--- config.mk ---
export PLATFORM = sky130hd
export DESIGN_NAME = tm_run_ctrl_flat
export DESIGN_NICKNAME = d
export VERILOG_FILES = /design/src/rtl/tm_pkg.sv /design/src/rtl/tm_run_ctrl_if.sv /design/src/rtl/tm_step_counter.sv /design/src/rtl/tm_run_ctrl.sv /design/src/flat_wrapper.sv
export SDC_FILE = /design/constraint.sdc
export NUM_CORES = 1
export LEC_CHECK = 0
export ABC_AREA = 1
export BUFFER_PORTS_ARGS = -buffer_cell sky130_fd_sc_hd__buf_2
export CAP_MARGIN = 10
export CORE_MARGIN = 5
export CORE_UTILIZATION = 59
export CTS_CLUSTER_SIZE = 25
export DETAILED_ROUTE_END_ITERATION = 10
export MAX_ROUTING_LAYER = met4
export PLACE_DENSITY = 0.95
export SLEW_MARGIN = 10
export SYNTH_ARGS = -nofsm -noshare
export SYNTH_HDL_FRONTEND = slang
export SYNTH_SLANG_ARGS = --single-unit
--- constraint.sdc ---
create_clock -name clk -period 5.26 [get_ports clk]
set_input_delay 1.052 -clock clk [delete_from_list [all_inputs] [get_ports clk]]
set_output_delay 1.052 -clock clk [all_outputs]
set_load 0.05 [all_outputs]
--- src/rtl/tm_pkg.sv ---
// Shared types for the Turing-machine run controller.
// Command codes, FSM state encoding, halt reasons, default halt state.
package tm_pkg;

   typedef enum logic [1:0] {
      CMD_CLEAR = 2'd0,
      CMD_RUN   = 2'd1,
      CMD_STEP  = 2'd2,
      CMD_STOP  = 2'd3
   } cmd_e;

   typedef enum logic [2:0] {
      S_IDLE,
      S_RUN,
      S_STEP,
      S_DRAIN,
      S_STOPPED
   } state_e;

   typedef enum logic [1:0] {
      RSN_NONE  = 2'd0,
      RSN_HALT  = 2'd1,
      RSN_BREAK = 2'd2,
      RSN_LIMIT = 2'd3
   } reason_e;

   localparam logic [6:0] HALT_STATE_DEF = 7'h7D;

endpackage

--- src/rtl/tm_run_ctrl_if.sv ---
// Host command / core step bundle of the run controller.
// master: host+core side, slave: tm_run_ctrl.
interface tm_run_ctrl_if #(
   parameter int CNT_W = 24
);
   logic             cmd_valid_i;
   logic [1:0]       cmd_i;
   logic             cmd_err_o;
   logic             step_en_o;
   logic             step_done_i;
   logic [6:0]       tm_state_i;
   logic             bp_en_i;
   logic [6:0]       bp_state_i;
   logic [CNT_W-1:0] step_limit_i;
   logic [CNT_W-1:0] step_cnt_o;
   logic             busy_o;
   logic [1:0]       halt_reason_o;

   modport master (
      output cmd_valid_i, cmd_i, step_done_i, tm_state_i,
      output bp_en_i, bp_state_i, step_limit_i,
      input  cmd_err_o, step_en_o, step_cnt_o, busy_o, halt_reason_o
   );

   modport slave (
      input  cmd_valid_i, cmd_i, step_done_i, tm_state_i,
      input  bp_en_i, bp_state_i, step_limit_i,
      output cmd_err_o, step_en_o, step_cnt_o, busy_o, halt_reason_o
   );
endinterface

--- src/rtl/tm_step_counter.sv ---
// Saturating step counter with step-budget compare.
// clr/inc control, cnt registered, cnt_nxt/limit_hit are post-increment.
module tm_step_counter #(
   parameter int CNT_W = 24
) (
   input  logic             clk,
   input  logic             rst,
   input  logic             clr,
   input  logic             inc,
   input  logic [CNT_W-1:0] limit,
   output logic [CNT_W-1:0] cnt,
   output logic [CNT_W-1:0] cnt_nxt,
   output logic             limit_hit
);

   // Value the counter will hold after the current step completes.
   assign cnt_nxt   = (&cnt) ? cnt : cnt + 1'b1;
   assign limit_hit = (limit != '0) && (cnt_nxt >= limit);

   always_ff @(posedge clk) begin
      if (rst || clr) begin
         cnt <= '0;
      end else if (inc) begin
         cnt <= cnt_nxt;
      end
   end

endmodule

--- src/rtl/tm_run_ctrl.sv ---
// Run/step/stop controller for a Turing-machine core.
// Ports: clk, rst, bus (host commands, core step handshake, status).
module tm_run_ctrl
   import tm_pkg::*;
#(
   parameter int         CNT_W      = 24,
   parameter logic [6:0] HALT_STATE = HALT_STATE_DEF
) (
   input  logic         clk,
   input  logic         rst,
   tm_run_ctrl_if.slave bus
);

   state_e           state, state_n;
   reason_e          reason, reason_n, match;
   logic             step_en, busy, err, err_n;
   logic             clr, inc, limit_hit;
   logic             is_stop;
   logic [CNT_W-1:0] cnt, cnt_nxt;

   tm_step_counter #(.CNT_W(CNT_W)) u_cnt (
      .clk       (clk),
      .rst       (rst),
      .clr       (clr),
      .inc       (inc),
      .limit     (bus.step_limit_i),
      .cnt       (cnt),
      .cnt_nxt   (cnt_nxt),
      .limit_hit (limit_hit)
   );

   assign is_stop = bus.cmd_valid_i && (bus.cmd_i == CMD_STOP);
   assign inc = bus.step_done_i &&
                (state == S_RUN || state == S_STEP || state == S_DRAIN);

   always_comb begin
      match = RSN_NONE;
      if (bus.tm_state_i == HALT_STATE)
         match = RSN_HALT;
      else if (bus.bp_en_i && bus.tm_state_i == bus.bp_state_i)
         match = RSN_BREAK;
      else if (limit_hit)
         match = RSN_LIMIT;
   end

   always_comb begin
      state_n  = state;
      reason_n = reason;
      err_n    = 1'b0;
      clr      = 1'b0;
      unique case (state)
         S_IDLE, S_STOPPED: begin
            if (bus.cmd_valid_i) begin
               unique case (bus.cmd_i)
                  CMD_CLEAR: begin
                     state_n  = S_IDLE;
                     reason_n = RSN_NONE;
                     clr      = 1'b1;
                  end
                  CMD_RUN, CMD_STEP: begin
                     // A halted machine cannot be restarted without CLEAR.
                     if (state == S_STOPPED && reason == RSN_HALT) begin
                        err_n = 1'b1;
                     end else begin
                        state_n  = (bus.cmd_i == CMD_RUN) ? S_RUN : S_STEP;
                        reason_n = RSN_NONE;
                     end
                  end
                  default: err_n = 1'b1;
               endcase
            end
         end
         S_RUN, S_STEP: begin
            if (bus.step_done_i) begin
               // STOP landing on a step boundary resolves immediately.
               if (match != RSN_NONE) begin
                  state_n  = S_STOPPED;
                  reason_n = match;
               end else if (state == S_STEP || is_stop) begin
                  state_n = S_IDLE;
               end
               err_n = bus.cmd_valid_i && !is_stop;
            end else if (bus.cmd_valid_i) begin
               if (is_stop) state_n = S_DRAIN;
               else err_n = 1'b1;
            end
         end
         S_DRAIN: begin
            err_n = bus.cmd_valid_i;
            if (bus.step_done_i) begin
               if (match != RSN_NONE) begin
                  state_n  = S_STOPPED;
                  reason_n = match;
               end else begin
                  state_n = S_IDLE;
               end
            end
         end
         default: state_n = S_IDLE;
      endcase
   end

   always_ff @(posedge clk) begin
      if (rst) begin
         state   <= S_IDLE;
         reason  <= RSN_NONE;
         step_en <= 1'b0;
         busy    <= 1'b0;
         err     <= 1'b0;
      end else begin
         state   <= state_n;
         reason  <= reason_n;
         step_en <= (state_n == S_RUN) || (state_n == S_STEP);
         busy    <= (state_n == S_RUN) || (state_n == S_STEP) ||
                    (state_n == S_DRAIN);
         err     <= err_n;
      end
   end

   assign bus.cmd_err_o     = err;
   assign bus.step_en_o     = step_en;
   assign bus.step_cnt_o    = cnt;
   assign bus.busy_o        = busy;
   assign bus.halt_reason_o = reason;

endmodule

--- src/flat_wrapper.sv ---
// flat-port wrapper written by rule: the top's interface ports become plain ports
module tm_run_ctrl_flat import tm_pkg::*;
#(
   parameter int         CNT_W      = 24,
   parameter logic [6:0] HALT_STATE = HALT_STATE_DEF
)
  (clk, rst, bus_cmd_valid_i, bus_cmd_i, bus_step_done_i, bus_tm_state_i, bus_bp_en_i, bus_bp_state_i, bus_step_limit_i, bus_cmd_err_o, bus_step_en_o, bus_step_cnt_o, bus_busy_o, bus_halt_reason_o);
  tm_run_ctrl_if #(.CNT_W(CNT_W)) bus_i ();
  input  logic clk;
  input  logic rst;
  input wire logic [$bits(bus_i.cmd_valid_i)-1:0] bus_cmd_valid_i;
  input wire logic [$bits(bus_i.cmd_i)-1:0] bus_cmd_i;
  input wire logic [$bits(bus_i.step_done_i)-1:0] bus_step_done_i;
  input wire logic [$bits(bus_i.tm_state_i)-1:0] bus_tm_state_i;
  input wire logic [$bits(bus_i.bp_en_i)-1:0] bus_bp_en_i;
  input wire logic [$bits(bus_i.bp_state_i)-1:0] bus_bp_state_i;
  input wire logic [$bits(bus_i.step_limit_i)-1:0] bus_step_limit_i;
  output wire logic [$bits(bus_i.cmd_err_o)-1:0] bus_cmd_err_o;
  output wire logic [$bits(bus_i.step_en_o)-1:0] bus_step_en_o;
  output wire logic [$bits(bus_i.step_cnt_o)-1:0] bus_step_cnt_o;
  output wire logic [$bits(bus_i.busy_o)-1:0] bus_busy_o;
  output wire logic [$bits(bus_i.halt_reason_o)-1:0] bus_halt_reason_o;
  assign bus_i.cmd_valid_i = bus_cmd_valid_i;
  assign bus_i.cmd_i = bus_cmd_i;
  assign bus_i.step_done_i = bus_step_done_i;
  assign bus_i.tm_state_i = bus_tm_state_i;
  assign bus_i.bp_en_i = bus_bp_en_i;
  assign bus_i.bp_state_i = bus_bp_state_i;
  assign bus_i.step_limit_i = bus_step_limit_i;
  assign bus_cmd_err_o = bus_i.cmd_err_o;
  assign bus_step_en_o = bus_i.step_en_o;
  assign bus_step_cnt_o = bus_i.step_cnt_o;
  assign bus_busy_o = bus_i.busy_o;
  assign bus_halt_reason_o = bus_i.halt_reason_o;
  tm_run_ctrl #(.CNT_W(CNT_W), .HALT_STATE(HALT_STATE)) u_core (.clk(clk), .rst(rst), .bus(bus_i));
endmodule
==> PnR_summary.wiki <==
{| class="wikitable"
! Metric !! Value
|-
| Outcome || finished, final reports clean
|-
| DIE HEIGHT || 82.9 um
|-
| Resized Gates After CTS || 0
|-
| CTS clk-pin slew, worst paths || 0.07 ns
|-
| Largest fanout of any net on the critical path || 17
|-
| Share of power burned in the clock network || 29.1%
|-
| Initial antenna violation count || 0
|-
| Dominant register cell in the synthesized netlist || dfxtp_1
|-
| Slew at the pin closest to its max-slew limit || 0.642 ns
|-
| Period minus WS final || 3.35 ns
|-
| Wire length per cell after detailed routing || 13.4 um
|-
| Sequential power share || 42.1%
|-
| Most common library cell in the layout ignoring fill and taps || inv_1
|-
| GP Congestion || 0.955
|-
| Number of top-level design ports || 74
|-
| Type of element launching the critical path || flop
|-
| Antenna violation net count after detailed routing || 0
|-
| Commonest cells after routing, fill and taps aside || 103 x inv_1, 84 x nand2_1, 73 x buf_2, 32 x a21oi_1, 32 x dfxtp_1
|-
| Total number of vias || 3365
|-
| Hold buffers post-CTS || 0
|-
| Die width || 82.9 um
|-
| 1st-iter DRT viols || 199
|-
| Arr. time, crit path || 3.53 ns
|-
| Fmax || 0.299 GHz
|-
| Router iterations before antenna repair || 5
|-
| Routed Wire Length || 8430 um
|-
| Fraction of layout cells with a size suffix above 1 || 22.7%
|-
| Post-synth ARST share || 0%
|-
| Aggregate negative setup slack || 0 ns
|-
| Final setup fails || 0
|-
| Type of the worst setup path || reg2reg
|-
| Relative slew slack || 57.2%
|-
| Max H-tree Level || 2
|-
| Worst setup path start || u_core.u_cnt.cnt[0]
|-
| Mean cell area of the mapped netlist || 6.46 um^2
|-
| Biggest area contributors in the synthesized netlist || dfxtp_1 20%, inv_1 12%, ha_1 12%
|-
| Setup slack after placement || 1.96 ns
|-
| Cell area after synthesis || 3140 um^2
|-
| Wire length of the first global-routing pass || 14200 um
|-
| Clock buffers created by TritonCTS || 5
|-
| Via count of the first global-routing pass || 3282
|-
| Syn Nets || 560
|-
| Hold slack || 0.507 ns
|-
| Total gr overflow || 0
|-
| Total power divided by cell area || 176 nW/um^2
|-
| Number of warnings reported in the yosys synthesis log || 0
|-
| Avg Vias per Cell || 5.35
|-
| ANT cells || 0
|-
| Number of sinks handled by clock tree synthesis || 32
|-
| Yosys reg bits || 32
|-
| Maximum vdd ir drop || 0.102 mV
|-
| Row Count || 26
|-
| End point of the critical path || u_core.bus.step_en_o
|-
| Worst path setup slack after routing || 1.91 ns
|-
| Core ar. || 5140 um^2
|-
| Synth-to-layout area growth || 15.6%
|-
| Final Skew || 0.00620 ns
|-
| # port buffers || 73
|-
| Worst setup slack for register-to-register paths || 1.91 ns
|-
| Switch share || 36.8%
|-
| Final net count || 633
|-
| All-Layer GR Usage || 25.0%
|-
| Critical Path Sink Type || flop
|-
| Clock Root Buffer || clkbuf_8
|-
| Area of the die || 6880 um^2
|-
| Share of the yosys chip area belonging to registers || 20.4%
|-
| Required arrival time at the worst endpoint || 5.44 ns
|-
| Worst hold-check path type || reg2reg
|-
| Static power due to leakage || 2.11 nW
|-
| Buffer count from post-CTS setup fixing || 0
|-
| Maximum buffer depth of the clock tree || 2
|-
| RSZ-0062 raised after global routing || no
|-
| Starting utilization of the core area || 61.1%
|-
| Synth Instances || 486
|-
| Netlist cell types || 41
|-
| Number of maximum-capacitance constraint violations || 0
|-
| Post-detailed-placement half-perimeter wirelength || 6830 um
|-
| Pint || 0.405 mW
|-
| Switching component of the power || 0.236 mW
|-
| Portion of total power attributed to combinational logic || 28.8%
|-
| Final Hold Violating Endpoints || 0
|-
| Cell depth of the worst hold path || 2
|-
| Drt drc || 0
|-
| Largest net degree at the start of global routing || 41
|-
| Post-route fraction of the period consumed by the critical path || 63.6%
|-
| Area share of the largest cell type after synthesis || 20.4%
|-
| Depth of the worst register-to-register path || 23
|-
| Capture point of the worst reg-to-reg path || u_core.bus.step_en_o
|-
| Reg-to-reg critical path startpoint || u_core.u_cnt.cnt[0]
|-
| Final Max Slew Viols || 0
|-
| Clock tree from TritonCTS || built
|-
| Number of enable flip-flop cells after synthesis || 0
|-
| Cell type with the highest aggregate area in the netlist || dfxtp_1
|-
| Source-to-sink clock delay at the later pin of the worst-skew pair || 0.29 ns
|}
## layer usage
metal,part of all wire [%],track usage [%],wire (um),vias up
met2,49,43.7,4160,132
met4,2.1,7.73,177,0
met5,0,-,0,-
met1,42,28.5,3540,1513
li1,-,-,-,1694
met3,6.7,5.25,565,26
## flip-flops by register name (all words and copies together), names as in the netlist
name and count:
u_core.bus.cmd_err_o 1, u_core.bus.busy_o 1, u_core.bus.halt_reason_o 2, u_core.u_cnt.cnt 24
u_core.state 3, u_core.bus.step_en_o 1
## final cells by class
cell class              count  area (um^2)
multi-input cells         333         2030
fillers                   466         1510
flip-flops and latches     32          641
inverters                 114          428
repair buffers             73          365
well taps                  70         87.6
clock buffers               6         72.6
clock inverters             1         5.00
## worst max-delay path: stages, from the launching register on
cell,delay (ns)
dfxtp_1,0.41
ha_1,0.23
nand3_2,0.14
inv_1,0.12
nand2_4,0.07
nor4_2,0.17
nand3_2,0.43
nand2_1,0.28
ha_1,0.17
nand2_1,0.06
nor2_1,0.14
nand2_1,0.09
nor2_1,0.13
nand2_1,0.06
nor2_1,0.08
nand2_1,0.05
nand2_1,0.07
nand2_1,0.06
nand2_1,0.08
nand2_1,0.07
nand2_1,0.10
nand3_1,0.07
nand2_1,0.09
nor2_1,0.04
## power groups by stage
| stage | registers [mW] | clock network, mW | logic, mW |
|---|---|---|---|
| 3_3_place_gp | 0.275 | 0 | 0.177 |
| 3_5_place_dp | 0.275 | 0 | 0.183 |
| 4_1_cts | 0.270 | 0.187 | 0.184 |
| 5_1_grt | 0.272 | 0.198 | 0.204 |
| 2_1_floorplan | 0.311 | 0 | 0.0917 |
| 6_report | 0.270 | 0.187 | 0.184 |
## through the flow
| step | area, um^2 | power [mW] | utilization (%) | std cells |
|---|---|---|---|---|
| after floorplan | 3140 | 0.403 | - | 486 |
| after global placement | 3550 | 0.452 | 69.1 | 622 |
| after detailed placement | 3550 | 0.458 | 69.1 | 622 |
| after CTS | 3630 | 0.640 | 70.6 | 629 |
| after global routing | 3630 | 0.674 | 70.6 | 629 |
| final | 3630 | 0.640 | 70.6 | 629 |
## cell usage after synthesis, types with 2 or more instances
cell type / instances
o22ai_1: 3
nand3_2: 4
nand3_1: 25
nor2_4: 4
dfxtp_1: 32
inv_1: 103
o21ai_1: 18
xor2_1: 23
inv_2: 11
clkbuf_1: 3
nor4_2: 3
a21oi_1: 32
nor4_1: 4
ha_1: 29
nor2_1: 29
o21bai_1: 7
nand2_1: 84
buf_2: 2
nand2_4: 2
nand4_1: 10
nor2_2: 4
nand2_2: 13
o21ai_0: 11
nor3_1: 13
## worst min-delay path by stage
stage,slack [ns],from,endpoint
after detailed placement,0.50,u_core.bus.halt_reason_o[1],u_core.bus.halt_reason_o[1]
after CTS,0.51,u_core.bus.halt_reason_o[1],u_core.bus.halt_reason_o[1]
after global placement,0.48,u_core.bus.halt_reason_o[1],u_core.bus.halt_reason_o[1]
after global routing,0.52,u_core.bus.halt_reason_o[1],u_core.bus.halt_reason_o[1]
final,0.51,u_core.bus.halt_reason_o[1],u_core.bus.halt_reason_o[1]
after floorplan,0.59,u_core.state[2],u_core.state[2]
## kinds of logic after synthesis
logic type	Yosys count	synth area share, %
and+or+nand+nor	199	31.6
buffers and inverters	121	14.9
AOI/OAI and AO/OA	81	14.8
DFF	32	20.4
adders and majority gates	29	11.6
xor gates and xnor gates	24	6.70
(Power assumes the default switching activity.)
